==> src/rtl/ins_encoder.sv <==
`default_nettype none
// ============================================================================
// Module      : ins_encoder
// Description : Two-stage encoder packing decoded I/S/B fields into 32-bit
//               instruction words tagged with sequential word addresses.
// Revision    : 1.0 - initial release
// ============================================================================
module ins_encoder #(
    parameter int ADDR_W = 8
) (
    input  logic              clk,
    input  logic              reset,
    input  logic              in_valid,
    output logic              in_ready,
    input  logic [6:0]        in_opcode,
    input  logic [4:0]        in_rd,
    input  logic [2:0]        in_funct3,
    input  logic [4:0]        in_rs1,
    input  logic [4:0]        in_rs2,
    input  logic [63:0]       in_imm,
    output logic              out_valid,
    input  logic              out_ready,
    output logic [31:0]       out_ins,
    output logic [ADDR_W-1:0] out_addr,
    output logic              out_err,
    output logic [7:0]        err_cnt,
    output logic              full
);

    localparam logic [1:0] FMT_I = 2'd0;
    localparam logic [1:0] FMT_S = 2'd1;
    localparam logic [1:0] FMT_B = 2'd2;

    logic [ADDR_W-1:0] addr_q, addr_d;
    logic              full_q, full_d;
    logic [7:0]        err_cnt_q, err_cnt_d;
    logic              s1_valid_q, s1_valid_d;
    logic              out_valid_q, out_valid_d;

    logic [6:0]        s1_opcode_q;
    logic [4:0]        s1_rd_q;
    logic [2:0]        s1_funct3_q;
    logic [4:0]        s1_rs1_q;
    logic [4:0]        s1_rs2_q;
    logic [11:0]       s1_imm_q;
    logic [1:0]        s1_fmt_q;
    logic              s1_err_q;
    logic [ADDR_W-1:0] s1_addr_q;

    logic [31:0]       out_ins_q;
    logic [ADDR_W-1:0] out_addr_q;
    logic              out_err_q;

    logic [1:0]        w_in_fmt;
    logic              w_in_legal;
    logic              w_accept;
    logic              w_s2_free;
    logic              w_s1_adv;
    logic [31:0]       w_enc;

    // Format priority mirrors the immediate extractor: bit 5 wins over bit 4.
    always_comb begin
        w_in_fmt   = FMT_I;
        w_in_legal = (&in_imm[63:11]) | ~(|in_imm[63:11]);
        if (in_opcode[5]) begin
            w_in_fmt   = FMT_B;
            w_in_legal = (&in_imm[63:9]) | ~(|in_imm[63:9]);
        end else if (in_opcode[4]) begin
            w_in_fmt   = FMT_S;
        end
    end

    assign w_s2_free = ~out_valid_q | out_ready;
    assign w_s1_adv  = s1_valid_q & w_s2_free;
    assign in_ready  = ~full_q & ~reset & (~s1_valid_q | w_s2_free);
    assign w_accept  = in_valid & in_ready;

    always_comb begin
        w_enc = '0;
        case (s1_fmt_q)
            FMT_B:   w_enc = {s1_imm_q[9], s1_imm_q[9:4], s1_rs2_q, s1_rs1_q,
                              s1_funct3_q, s1_imm_q[3:0], s1_imm_q[9], s1_opcode_q};
            FMT_S:   w_enc = {s1_imm_q[11:5], s1_rs2_q, s1_rs1_q,
                              s1_funct3_q, s1_imm_q[4:0], s1_opcode_q};
            default: w_enc = {s1_imm_q[11:0], s1_rs1_q, s1_funct3_q,
                              s1_rd_q, s1_opcode_q};
        endcase
    end

    always_comb begin
        addr_d      = addr_q;
        full_d      = full_q;
        err_cnt_d   = err_cnt_q;
        s1_valid_d  = w_accept | (s1_valid_q & ~w_s1_adv);
        out_valid_d = w_s1_adv | (out_valid_q & ~out_ready);
        if (w_accept) begin
            // The last address marks the memory full; the counter parks there.
            if (addr_q == {ADDR_W{1'b1}}) begin
                full_d = 1'b1;
            end else begin
                addr_d = addr_q + 1'b1;
            end
            if (!w_in_legal && err_cnt_q != 8'hFF) begin
                err_cnt_d = err_cnt_q + 8'd1;
            end
        end
    end

    always_ff @(posedge clk) begin
        if (reset) begin
            addr_q      <= '0;
            full_q      <= 1'b0;
            err_cnt_q   <= '0;
            s1_valid_q  <= 1'b0;
            out_valid_q <= 1'b0;
            s1_opcode_q <= '0;
            s1_rd_q     <= '0;
            s1_funct3_q <= '0;
            s1_rs1_q    <= '0;
            s1_rs2_q    <= '0;
            s1_imm_q    <= '0;
            s1_fmt_q    <= FMT_I;
            s1_err_q    <= 1'b0;
            s1_addr_q   <= '0;
            out_ins_q   <= '0;
            out_addr_q  <= '0;
            out_err_q   <= 1'b0;
        end else begin
            addr_q      <= addr_d;
            full_q      <= full_d;
            err_cnt_q   <= err_cnt_d;
            s1_valid_q  <= s1_valid_d;
            out_valid_q <= out_valid_d;
            if (w_accept) begin
                s1_opcode_q <= in_opcode;
                s1_rd_q     <= in_rd;
                s1_funct3_q <= in_funct3;
                s1_rs1_q    <= in_rs1;
                s1_rs2_q    <= in_rs2;
                s1_imm_q    <= in_imm[11:0];
                s1_fmt_q    <= w_in_fmt;
                s1_err_q    <= ~w_in_legal;
                s1_addr_q   <= addr_q;
            end
            if (w_s1_adv) begin
                out_ins_q  <= w_enc;
                out_addr_q <= s1_addr_q;
                out_err_q  <= s1_err_q;
            end
        end
    end

    assign out_valid = out_valid_q;
    assign out_ins   = out_ins_q;
    assign out_addr  = out_addr_q;
    assign out_err   = out_err_q;
    assign err_cnt   = err_cnt_q;
    assign full      = full_q;

endmodule
`default_nettype wire
==> config.mk <==
export PLATFORM = sky130hd
export DESIGN_NAME = ins_encoder
export DESIGN_NICKNAME = d
export VERILOG_FILES = /design/src/rtl/ins_encoder.sv
export SDC_FILE = /design/constraint.sdc
export NUM_CORES = 1
export LEC_CHECK = 0
export ABC_AREA = 1
export CELL_PAD_IN_SITES_DETAIL_PLACEMENT = 0
export CELL_PAD_IN_SITES_GLOBAL_PLACEMENT = 1
export CORE_ASPECT_RATIO = 1.5
export CORE_MARGIN = 8
export CORE_UTILIZATION = 36
export CTS_BUF_LIST = sky130_fd_sc_hd__clkbuf_4
export DETAILED_ROUTE_END_ITERATION = 10
export MAX_ROUTING_LAYER = met4
export PLACE_DENSITY_LB_ADDON = 0.1
export SYNTH_ARGS = -nofsm -noshare
export SYNTH_HDL_FRONTEND = slang
export SYNTH_SLANG_ARGS = --single-unit
==> constraint.sdc <==
create_clock -name clk -period 2.5 [get_ports clk]
set_input_delay 0.75 -clock clk [delete_from_list [all_inputs] [get_ports clk]]
set_output_delay 0.75 -clock clk [all_outputs]
set_load 0.02 [all_outputs]
==> results.yml, run 1 <==
logic_synthesis:
  ys_ff_latch: 107
  syn_area_per_cell_sq_um: 7.28
  synth.distinct_cells: 32
  syn_inst: 628
  synth_nets: 725
  syn-cell-area_sq_mm: 0.00457
  ys_seq_area_frac: 0.468
  yosys_warnings: 0
clocking:
  cts_max_level: 3
  clkSlewWorstSetupHoldPaths_ns: 0.16
  clk_path_buf_depth: 2
  cts_tree: "built"
  clock_sinks: 107
  ctsHoldBuffers: 0
  cts_buffers: 9
  root_buffer: "clkbuf_4"
  clock_latency_ns: 0.45
drt:
  ant_nets: 0
  vias_per_cell: 4.84
  first_pass_iters: 4
  vias: 4495
  wire_per_inst_um: 13.6
  route.detailed.drc: 0
  dr.first_iter.drc_count: 219
  wl_mm: 12.7
final_layout:
  drive_gt1_frac: 0.0609
  syn_to_final_growth_pct: 39.6
  nets: 864
  final_common_cell: "clkdlybuf4s50_1"
  fin_area_sq_mm: 0.00638
  final_cell_mix: "clkdlybuf4s50_1 (143), nand2_1 (115), dfxtp_1 (107)"
placed_design:
  portBuffers: 144
  dp_hpwl_mm: 9.69
  gp_congestion: 0.758
  placed_area_sq_mm: 0.00626
timing:
  setup_viol: 0
  fin_crit_sh: 0.952
  fin_skew_ns: 0.0269
  finalHoldViolCount: 0
  tightestPinTransition_ns: 0.651
  fmax_mhz: 420
  rsz0062_at_grt: "no"
  fin_crit_ns: 2.38
  final_max_slew_viol_count: 0
  max_slew_margin: 0.565
floorplanning:
  dieWidth_um: 108
  die-area_sq_mm: 0.0166
  fp.coreArea_sq_mm: 0.0124
  fp.dieH_um: 154
  rows: 50
  start_util: 0.367
  io_pins: 145
grt:
  grt.overflow.total: 0
  grt_pass1_wl_mm: 20.7
  grt_use_total: 0.157
  grt_max_degree: 54
  antenna_found_initial: 1
  grt_pass1_vias: 4426
run_status:
  status: "finished clean"
critical_path:
  crit_path_max_incr_delay_ns: 0.46
  cp.arrival_ns: 1.63
  ff2ff_path_depth: 5
  cp_slowest_cell: "clkdlybuf4s50_1"
  cp_cell_sequence: "clkdlybuf4s50_1 > inv_1 > nand3_1 > nand2_1 > inv_2 > buf_2"
  cp.required_ns: 1.75
  critPathKind: "input port to output pin"
  end_kind: "output pin"
  cp-start-kind: "input port"
  critical_path_peak_fanout: 2
power:
  vdd_drop_max_mv: 0.213
  p_leak_uw: 0.00250
  finalPower_uw: 3350
  power.density_mw_per_mm2: 524
min_path:
  hold_path_class: "flip-flop to flip-flop"
  hold_path_depth: 2
run:
  cap_violations: 0
## per-layer routing
layer / wire length (um) / global-route usage
met5: 0 / -
met4: 156 / 0.0432
met2: 6000 / 0.255
met1: 5760 / 0.183
met3: 763 / 0.0418
## Yosys cell counts
master	n	area, sq um
nand2_1	115	432
dfxtp_1	107	2140
nor2_1	83	312
o21ai_0	69	345
a21oi_1	63	315
inv_1	53	199
nand3_1	45	225
clkbuf_1	23	86.3
nand4_1	9	56.3
a31oi_1	8	50.1
buf_2	6	30.0
a22oi_1	5	37.5
ha_1	4	50.1
nor3_1	4	20.0
a32oi_1	3	26.3
nand3_2	3	30.0
o21ai_1	3	15.0
xor2_1	3	26.3
a211oi_1	2	15.0
buf_6	2	22.5
inv_2	2	7.51
nand2_2	2	12.5
nand3b_1	2	15.0
nor2_4	2	22.5
nor3_2	2	20.0
xnor2_1	2	17.5
buf_1	1	3.75
nor2_2	1	6.26
nor3b_1	1	7.51
nor3b_2	1	12.5
o22ai_1	1	6.26
or2_0	1	6.26
## power breakdown
| group | switching (uW) | leakage (uW) | internal [uW] |
|---|---|---|---|
| registers | 64.8 | 0.000879 | 1810 |
| clock network | 571 | 0.0000701 | 228 |
| logic | 330 | 0.00155 | 339 |
## stage by stage
step	setup TNS [ns]	instances	hold WS [ns]	utilization	worst slack (ns)
3_3_place_gp	-0.768	912	0.437	0.503	-0.336
6_report	0	929	0.453	0.513	0.121
2_1_floorplan	0	628	0.425	-	0.621
4_1_cts	0	928	0.461	0.513	0.00434
3_5_place_dp	-1.29	912	0.440	0.503	-0.336
5_1_grt	0	929	0.484	0.513	0.0475
## registers in the layout, indices dropped and copies added, names as in the netlist, 5 cells and up
register     flops
addr_q           8
s1_opcode_q      7
s1_rs1_q         5
out_ins         32
s1_rs2_q         5
err_cnt          8
s1_imm_q        12
s1_rd_q          5
out_addr         8
s1_addr_q        8
## critical path, delay by kind of cell
family	cells	cell delay [ns]
simple gates	2	0.16
buf+inv	4	0.71
## final timing paths
kind                 from     endpoint  slack, ns
max             out_ready     in_ready       0.12
min          s1_addr_q[6]  out_addr[6]       0.45
max reg2reg   s1_fmt_q[0]  out_ins[26]       0.63
min reg2reg  s1_addr_q[6]  out_addr[6]       0.45
## kinds of logic after synthesis
group / synth area share
adder cells (fa/ha/maj): 0.0109
AND/OR/NAND/NOR: 0.257
AO/OA/AOI/OAI: 0.177
flip-flops: 0.468
XOR/XNOR: 0.00958
buffers and inverters: 0.0763
## layout make-up
cell class | instances | area, sq um
fill | 1267 | 6060
sequential | 107 | 2140
multi-input combinational | 434 | 2080
timing repair buffer | 160 | 1630
inverter | 55 | 206
tap | 156 | 195
clock buffer | 10 | 75.1
clock inverter | 6 | 50.0
antenna | 1 | 2.50
## repair_timing
action,in CTS,in global routing
buffers inserted,0,0
hold endpoints to repair,0,0
gates cloned,0,0
gates resized for setup,3,1
endpoints found under the setup margin,1,1
Power figures use the tool's default switching activity.
==> run 2, diff against run 1 <==
- CELL_PAD_IN_SITES_DETAIL_PLACEMENT: 0 -> 1
- CORE_ASPECT_RATIO: 1.5 -> default
- CORE_UTILIZATION: 36 -> 35
- CTS_BUF_LIST: sky130_fd_sc_hd__clkbuf_4 -> default
==> run 2 against run 1 <==
Net effect:
- clock skew fell by 0.017 ns
- cell count rose by 1.6%
- core utilization rose by 0.68 points
- worst hold slack got worse by 0.0012 ns
- sequential power barely moved
- global-route usage rose by 2.4 points
- critical path depth did not move
- sequential share of layout area fell by 1.0 points
- first-iteration DRC count fell by 28%
- critical endpoint unchanged
==> results.yml, run 2 (same netlist as run 1, synthesis figures left out) <==
run_status:
  status: "finished clean"
critical_path:
  ff2ff_path_depth: 5
  cp_cell_sequence: "clkdlybuf4s50_1 > inv_1 > nand3_1 > nand2_1 > inv_2 > buf_2"
  critical_path_peak_fanout: 2
  cp_slowest_cell: "clkdlybuf4s50_1"
  end_kind: "output pin"
  cp.arrival_ns: 1.60
  cp_num_buf_inv: 4
  cp.required_ns: 1.75
  critPathTopFamily: "buffers and inverters"
  cp-start-kind: "input port"
  reg2reg_slack_ns: 0.66
  critPathKind: "input port to output pin"
  reg2reg_to: "out_ins[27]"
  r2r_start: "s1_fmt_q[0]"
  crit_path_max_incr_delay_ns: 0.45
clocking:
  root_buffer: "clkbuf_16"
  clkSlewWorstSetupHoldPaths_ns: 0.07
  clock_latency_ns: 0.34
  cts_tree: "built"
  cts_max_level: 3
  ctsHoldBuffers: 0
  cts_buffers: 9
  post_cts_buffers: 0
  clk_path_buf_depth: 2
  clock_sinks: 107
grt:
  grt_pass1_wl_mm: 23.5
  grt_pass1_vias: 4928
  grt_max_degree: 69
  antenna_found_initial: 0
  grt.overflow.total: 0
  grt_use_total: 0.180
final_layout:
  final_cells: 944
  largest_reg_flops: 32
  nets: 864
  syn_to_final_growth_pct: 44.0
  utilization: 0.520
  fill_cells: 1594
  diodes: 0
  drive_gt1_frac: 0.0622
  fin_area_sq_mm: 0.00659
  final_common_cell: "clkdlybuf4s50_1"
  final_cell_mix: "clkdlybuf4s50_1 (143), nand2_1 (115), dfxtp_1 (107)"
timing:
  fmax_mhz: 425
  setup_tns_ns: 0
  tightestPinTransition_ns: 0.552
  fin_skew_ns: 0.00970
  rsz0062_at_grt: "no"
  setup_viol: 0
  final_max_slew_viol_count: 0
  fin_crit_sh: 0.942
  fin_crit_ns: 2.35
  max_slew_margin: 0.631
  finalHoldViolCount: 0
power:
  power.density_mw_per_mm2: 625
  p_leak_uw: 0.00258
  vdd_drop_max_mv: 0.402
  finalPower_uw: 4120
floorplanning:
  start_util: 0.361
  fp.coreArea_sq_mm: 0.0127
  rows: 41
  io_pins: 145
  fp.dieH_um: 130
  dieWidth_um: 130
  die-area_sq_mm: 0.0170
drt:
  vias_per_cell: 4.97
  wire_per_inst_um: 15.5
  dr.first_iter.drc_count: 157
  route.detailed.drc: 0
  wl_mm: 14.7
  vias: 4689
  first_pass_iters: 4
  ant_nets: 0
min_path:
  hold_path_class: "flip-flop to flip-flop"
  hold_path_depth: 2
  hold_end: "out_ins[3]"
  hp-start: "s1_opcode_q[3]"
placed_design:
  placed_area_sq_mm: 0.00626
  portBuffers: 144
  placed_cells: 928
  dp_hpwl_mm: 11.3
  gp_congestion: 0.793
run:
  cap_violations: 0
run 2: power by group:
part / switching [uW] / internal [uW]
Clock: 643 / 918
Sequential: 68.2 / 1810
Combinational: 343 / 334
run 2: layout make-up:
| class | count | area, sq um | share of cell area |
|---|---|---|---|
| clock buffers | 10 | 239 | 0.0363 |
| clock inverters | 6 | 93.8 | 0.0143 |
| inverters | 55 | 206 | 0.0314 |
| multi-input cells | 434 | 2080 | 0.316 |
| flip-flops and latches | 107 | 2140 | 0.325 |
| well taps | 172 | 215 | 0.0327 |
| repair buffers | 160 | 1610 | 0.244 |
run 2: worst max-delay path by stage:
stage,start,end,slack (ns),cells after the start
after global routing,out_ready,in_ready,0.08,6
after detailed placement,out_ready,in_ready,-0.32,6
after CTS,out_ready,in_ready,0.03,6
after global placement,out_ready,in_ready,-0.30,6
final,out_ready,in_ready,0.15,6
after floorplan,out_ready,err_cnt[3],0.62,13
run 2: layer usage:
layer | wire length, um | vias to the layer above | global-route usage
met5 | 0 | - | -
li1 | - | 2358 | -
met4 | 157 | 0 | 0.0478
met3 | 720 | 15 | 0.0416
met1 | 6150 | 2228 | 0.196
met2 | 7650 | 88 | 0.324
run 2: what timing repair did:
action | 4_1_cts | 5_1_grt
setup endpoints to repair | 1 | 1
pin swaps | 0 | 0
gates cloned | 0 | 0
endpoints found under the hold margin | 0 | 0
resized for setup | 3 | 1
run 2: worst register-to-register path, cell delays in order, from the launching register on:
cell and delay (ns):
dfxtp_1 0.37, inv_1 0.06, ha_1 0.45, nor2_1 0.51, a22oi_1 0.21, a21oi_1 0.18
run 2: stage by stage:
step | worst slack, ns | hold WS [ns]
floorplan | 0.621 | 0.425
global placement | -0.295 | 0.435
detailed placement | -0.317 | 0.445
CTS | 0.0336 | 0.454
global route | 0.0766 | 0.471
finish | 0.146 | 0.452
